**src/rtl/cacheline_adaptor.sv**
```systemverilog
// Bridges 256-bit cache-line reads/writes from the arbiter to 4-beat 64-bit
// memory bursts. Beat 0 carries line bits [63:0] (little-endian beat order).
module cacheline_adaptor (
   input  logic         clk,
   input  logic         rst,
   input  logic [255:0] line_i,
   output logic [255:0] line_o,
   input  logic [31:0]  address_i,
   input  logic         read_i,
   input  logic         write_i,
   output logic         resp_o,
   input  logic [63:0]  burst_i,
   output logic [63:0]  burst_o,
   output logic [31:0]  address_o,
   output logic         read_o,
   output logic         write_o,
   input  logic         resp_i
);

   typedef enum logic [1:0] {IDLE, RD, WR, DONE} state_t;

   state_t         state_q, state_d;
   logic [1:0]     cnt_q, cnt_d;
   logic [255:0]   line_q, line_d;
   logic [31:0]    addr_q, addr_d;

   // NOTE: sequential state uses non-blocking assignments only, so every
   // register samples the pre-edge value of every other register.
   // NOTE: line_q is a plain register, not a memory; it is reset because
   // line_o must read as zero immediately after reset.
   always_ff @(posedge clk or posedge rst) begin
      if (rst) begin
         state_q <= IDLE;
         cnt_q   <= '0;
         line_q  <= '0;
         addr_q  <= '0;
      end else begin
         state_q <= state_d;
         cnt_q   <= cnt_d;
         line_q  <= line_d;
         addr_q  <= addr_d;
      end
   end

   // NOTE: every variable gets its hold value first so no path infers a latch.
   always_comb begin
      state_d = state_q;
      cnt_d   = cnt_q;
      line_d  = line_q;
      addr_d  = addr_q;
      case (state_q)
         IDLE: begin
            // Read has priority; a simultaneous write is dropped.
            if (read_i) begin
               addr_d  = {address_i[31:5], 5'b0};
               cnt_d   = '0;
               state_d = RD;
            end else if (write_i) begin
               addr_d  = {address_i[31:5], 5'b0};
               line_d  = line_i;
               cnt_d   = '0;
               state_d = WR;
            end
         end
         RD: begin
            if (resp_i) begin
               line_d[{cnt_q, 6'b0} +: 64] = burst_i;
               cnt_d = cnt_q + 2'd1;
               if (cnt_q == 2'd3) state_d = DONE;
            end
         end
         WR: begin
            if (resp_i) begin
               cnt_d = cnt_q + 2'd1;
               if (cnt_q == 2'd3) state_d = DONE;
            end
         end
         DONE:    state_d = IDLE;
         default: state_d = IDLE;
      endcase
   end

   // All outputs decode registered state; resp_i never reaches them directly.
   assign read_o    = (state_q == RD);
   assign write_o   = (state_q == WR);
   assign resp_o    = (state_q == DONE);
   assign address_o = (read_o || write_o) ? addr_q : 32'h0;
   assign burst_o   = write_o ? line_q[{cnt_q, 6'b0} +: 64] : 64'h0;
   assign line_o    = line_q;

endmodule

```
**config.mk**
```make
export PLATFORM = sky130hd
export DESIGN_NAME = cacheline_adaptor
export DESIGN_NICKNAME = d
export VERILOG_FILES = /design/src/rtl/cacheline_adaptor.sv
export SDC_FILE = /design/constraint.sdc
export NUM_CORES = 1
export LEC_CHECK = 0
export BUFFER_PORTS_ARGS = -buffer_cell sky130_fd_sc_hd__buf_2
export CORE_AREA = 2 2 280 282
export CTS_CLUSTER_SIZE = 30
export DETAILED_ROUTE_END_ITERATION = 8
export DIE_AREA = 0 0 282 284
export SYNTH_ARGS = -nofsm -noshare
export SYNTH_HDL_FRONTEND = slang
export SYNTH_SLANG_ARGS = --single-unit
```
**constraint.sdc**
```tcl
create_clock -name clk -period 8.1 [get_ports clk]
set_clock_uncertainty 0.1 [all_clocks]
set_input_delay 0.81 -clock clk [delete_from_list [all_inputs] [get_ports clk]]
set_output_delay 0.81 -clock clk [all_outputs]
set_load 0.05 [all_outputs]
```
==> out/summary.log <==
INFO  synthesis      syn_avg_cell_area=10.4um2
INFO  detailed_routing detailed_route_vias_per_instance=4.62
INFO  sta            final.setup.tns=0ns
INFO  global_route   global_route_wire_length_before_repair=94.0mm
INFO  setup_path     startpoint=cnt_q[1]
INFO  global_route   gr-usage-all-layers=0.155
INFO  setup_path     endpoint_kind=output pin
INFO  detailed_routing routed_wl=65.2mm
INFO  setup_path     ws_path_type=flop to output pin
INFO  cts            tritoncts=done
INFO  setup_path     reg2reg_depth=8
INFO  place          port_buffers=701
INFO  cts            numCtsBuffers=37
INFO  sta            timing_max_transition_violations_final=0
INFO  cts            post_cts_resized=0
INFO  detailed_routing routed_wire_length_per_instance=20.8um
INFO  sta            max_freq=233MHz
INFO  floorplanning  floorplan.initialDensity=0.196
INFO  floorplanning  die_w=282um
INFO  setup_path     arrival=3.38ns
INFO  cts            worstSkewPairLatency=0.53ns
INFO  finish         drive_above_1_share=0.430
INFO  synthesis      yosysSeqAreaShare=0.477
INFO  sta            slew_headroom=0.289
INFO  floorplanning  design.die.area=80100um2
INFO  sta            timing.final.setup_violations=0
INFO  cts            holdBufCountCts=0
INFO  cts            clk_path_buf_depth=3
INFO  detailed_routing drt_iter0_markers=956
INFO  setup_path     worstSetupStartpointType=flop
INFO  sta            rsz0062_at_grt=no
INFO  finish         fillCellCount=8253
INFO  synthesis      synthesis.area=15100um2
INFO  global_route   vias_in_the_first_global_route=14.4k
INFO  global_route   grt_start_max_net_pins=135
INFO  hold_path      min-delay-path-class=input port to async pin
INFO  detailed_routing drc=0
INFO  status         run_status=completed
INFO  finish         flow.area_growth_from_synthesis=35.7%
INFO  sta            hold-worst-slack=0.318ns
INFO  cts            cts.repair_timing.setup_buffer_count=0
INFO  detailed_routing vias=14.5k
INFO  floorplanning  number_of_top_level_pins=712
INFO  flow_run       max_cap_viol_count=0
INFO  setup_path     critical_path_peak_fanout=40
INFO  global_route   grt_antenna_before_repair=11
INFO  cts            cts_sinks=287
INFO  sta            finalHoldViolCount=0
INFO  setup_path     regToRegStartpoint=cnt_q[1]
INFO  synthesis      yosys_register_bits=287
INFO  synthesis      synth.distinct_cells=39
INFO  cts            cts-htree-levels=2
INFO  sta            final_min_period=4.29ns
INFO  place          dp.final_hpwl=45.6mm
INFO  place          routabilityCongestion=0.850
INFO  detailed_routing antenna_left=0
INFO  setup_path     timing.critical_path.required=7.19ns
INFO  finish         num-nets-final=2434
INFO  floorplanning  rows=102
INFO  floorplanning  placeableCoreArea=77000um2
INFO  synthesis      yosys_warning_total=0
INFO  global_route   grt.overflow.total=0
INFO  floorplanning  dieHeight=284um
INFO  synthesis      syn-instance-count=1445
INFO  sta            min_period_over_period=0.530
INFO  cts            clkTransAtPathRegs=0.06ns
INFO  cts            cts_root_buffer=sky130_fd_sc_hd__clkbuf_16
INFO  sta            slew_at_the_pin_with_the_worst_max_slew_slack=1.07ns
INFO  detailed_routing drt-pass1-iter-count=5
## cell families (layout without fill, tap and decap cells)
logic type,Yosys count,count (layout),synth area share
muxes,91,91,0.116
AOI/OAI and AO/OA,528,528,0.223
and+or+nand+nor,376,376,0.116
buffers and inverters,153,795,0.0609
DFF,287,287,0.477
adders and majority gates,9,9,0.00748
other,1,13,0.000249
## path summary, 6_finish.rpt
| check | slack, ns | end |
|---|---|---|
| setup / recovery | 3.81 | burst_o[36] |
| hold / removal | 0.32 | addr_q[9] |
| setup reg to reg | 4.38 | line_o[175] |
| hold reg to reg | 0.39 | addr_q[27] |
| max in group asynchronous | 6.26 | line_o[213] |
| min in group clk | 0.39 | addr_q[27] |
## cells in the final DEF (no fill, tap or decap), types with 2 or more instances in the layout
| master | n |
|---|---|
| sky130_fd_sc_hd__diode_2 | 8 |
| sky130_fd_sc_hd__clkinvlp_4 | 2 |
| sky130_fd_sc_hd__dfrtp_1 | 285 |
| sky130_fd_sc_hd__a21oi_1 | 253 |
| sky130_fd_sc_hd__nand3b_1 | 2 |
| sky130_fd_sc_hd__clkbuf_8 | 8 |
| sky130_fd_sc_hd__o21ai_0 | 4 |
| sky130_fd_sc_hd__a22oi_2 | 8 |
| sky130_fd_sc_hd__dfrtp_4 | 2 |
| sky130_fd_sc_hd__buf_4 | 21 |
| sky130_fd_sc_hd__inv_1 | 6 |
| sky130_fd_sc_hd__conb_1 | 5 |
| sky130_fd_sc_hd__buf_12 | 2 |
| sky130_fd_sc_hd__mux4_2 | 64 |
| sky130_fd_sc_hd__clkbuf_16 | 37 |
| sky130_fd_sc_hd__bufinv_16 | 2 |
| sky130_fd_sc_hd__nand2b_4 | 2 |
| sky130_fd_sc_hd__and2_1 | 92 |
| sky130_fd_sc_hd__nor2_1 | 260 |
| sky130_fd_sc_hd__clkbuf_1 | 7 |
| sky130_fd_sc_hd__a21oi_2 | 7 |
| sky130_fd_sc_hd__nand3_1 | 3 |
| sky130_fd_sc_hd__nand2_1 | 6 |
| sky130_fd_sc_hd__a22oi_1 | 250 |
| sky130_fd_sc_hd__ha_1 | 8 |
| sky130_fd_sc_hd__mux2_2 | 27 |
| sky130_fd_sc_hd__buf_2 | 701 |
| sky130_fd_sc_hd__clkinv_2 | 7 |
| sky130_fd_sc_hd__nor2_4 | 2 |
## per-layer routing
metal,track usage,up-vias,share of wire
met2,0.260,689,0.49
met5,0,-,0.00020
li1,-,6543,-
met4,0.0649,2,0.037
met3,0.0414,109,0.087
met1,0.187,7155,0.39
## state kept, by name, indices dropped and copies added (netlist names)
name and count:
cnt_q 2, state_q 2, line_o 256, addr_q 27
## per-stage QoR
stage           util  std cells  setup slack (ns)  area, um2
2_1_floorplan      -       1449              3.38      15100
3_3_place_gp   0.250       3069              4.29      19300
3_5_place_dp   0.250       3069              4.28      19300
4_1_cts        0.265       3131              3.66      20400
5_1_grt        0.266       3138              3.56      20400
6_report       0.266       3139              3.81      20400
## worst max-delay path, stage by stage, from the launching register on
cell                      delay, ns
sky130_fd_sc_hd__dfrtp_4       1.02
sky130_fd_sc_hd__buf_4         0.69
sky130_fd_sc_hd__mux4_2        0.63
sky130_fd_sc_hd__and2_1        0.17
sky130_fd_sc_hd__buf_2         0.21
## area by class of cell
class,count,area [um2],share of cell area
inverter,9,45.0,0.00220
clock buffer,52,1060,0.0520
sequential,287,7190,0.352
timing repair buffer,724,3710,0.181
clock inverter,10,103,0.00502
multi-input combinational,1009,7020,0.343
antenna,8,20.0,0.000979
tap,1040,1300,0.0636
## synthesized netlist by cell type
master                      number  area (um2)
sky130_fd_sc_hd__nand2_1         6        22.5
sky130_fd_sc_hd__nor3_4          1        16.3
sky130_fd_sc_hd__conb_1          1        3.75
sky130_fd_sc_hd__nor2b_1         1        6.26
sky130_fd_sc_hd__buf_2          82         410
sky130_fd_sc_hd__clkbuf_1       20        75.1
sky130_fd_sc_hd__nor2_2          1        6.26
sky130_fd_sc_hd__a21oi_1       253        1270
sky130_fd_sc_hd__nand3b_1        2        15.0
sky130_fd_sc_hd__mux2_2         27         304
sky130_fd_sc_hd__o211ai_1        1        7.51
sky130_fd_sc_hd__and2_1         92         576
sky130_fd_sc_hd__inv_2           1        3.75
sky130_fd_sc_hd__a22oi_2         5        62.6
sky130_fd_sc_hd__nor2_4          1        11.3
sky130_fd_sc_hd__nor3b_1         1        7.51
sky130_fd_sc_hd__mux4_2         64        1440
sky130_fd_sc_hd__o32ai_1         1        8.76
sky130_fd_sc_hd__nand3_2         1        10.0
sky130_fd_sc_hd__inv_1           8        30.0
sky130_fd_sc_hd__nor4b_2         1        15.0
sky130_fd_sc_hd__nor3_1          1        5.00
sky130_fd_sc_hd__o21ai_0         4        20.0
sky130_fd_sc_hd__a22oi_1       253        1900
sky130_fd_sc_hd__ha_1            9         113
sky130_fd_sc_hd__a21oi_2         7        61.3
sky130_fd_sc_hd__nand3_1         3        15.0
sky130_fd_sc_hd__dfrtp_1       287        7180
sky130_fd_sc_hd__buf_4          20         150
sky130_fd_sc_hd__a221oi_1        1        8.76
sky130_fd_sc_hd__or3_1           1        6.26
sky130_fd_sc_hd__nor2_1        260         976
sky130_fd_sc_hd__o2bb2ai_1       1        8.76
sky130_fd_sc_hd__and3_1          1        6.26
sky130_fd_sc_hd__o21ai_2         1        8.76
sky130_fd_sc_hd__nand2b_4        2        27.5
sky130_fd_sc_hd__nand3b_4        1        20.0
sky130_fd_sc_hd__buf_6          22         248
sky130_fd_sc_hd__a31oi_1         1        6.26
Power is not shown: default switching activity piles up to over one toggle a cycle in this logic, so the estimate is an artifact.
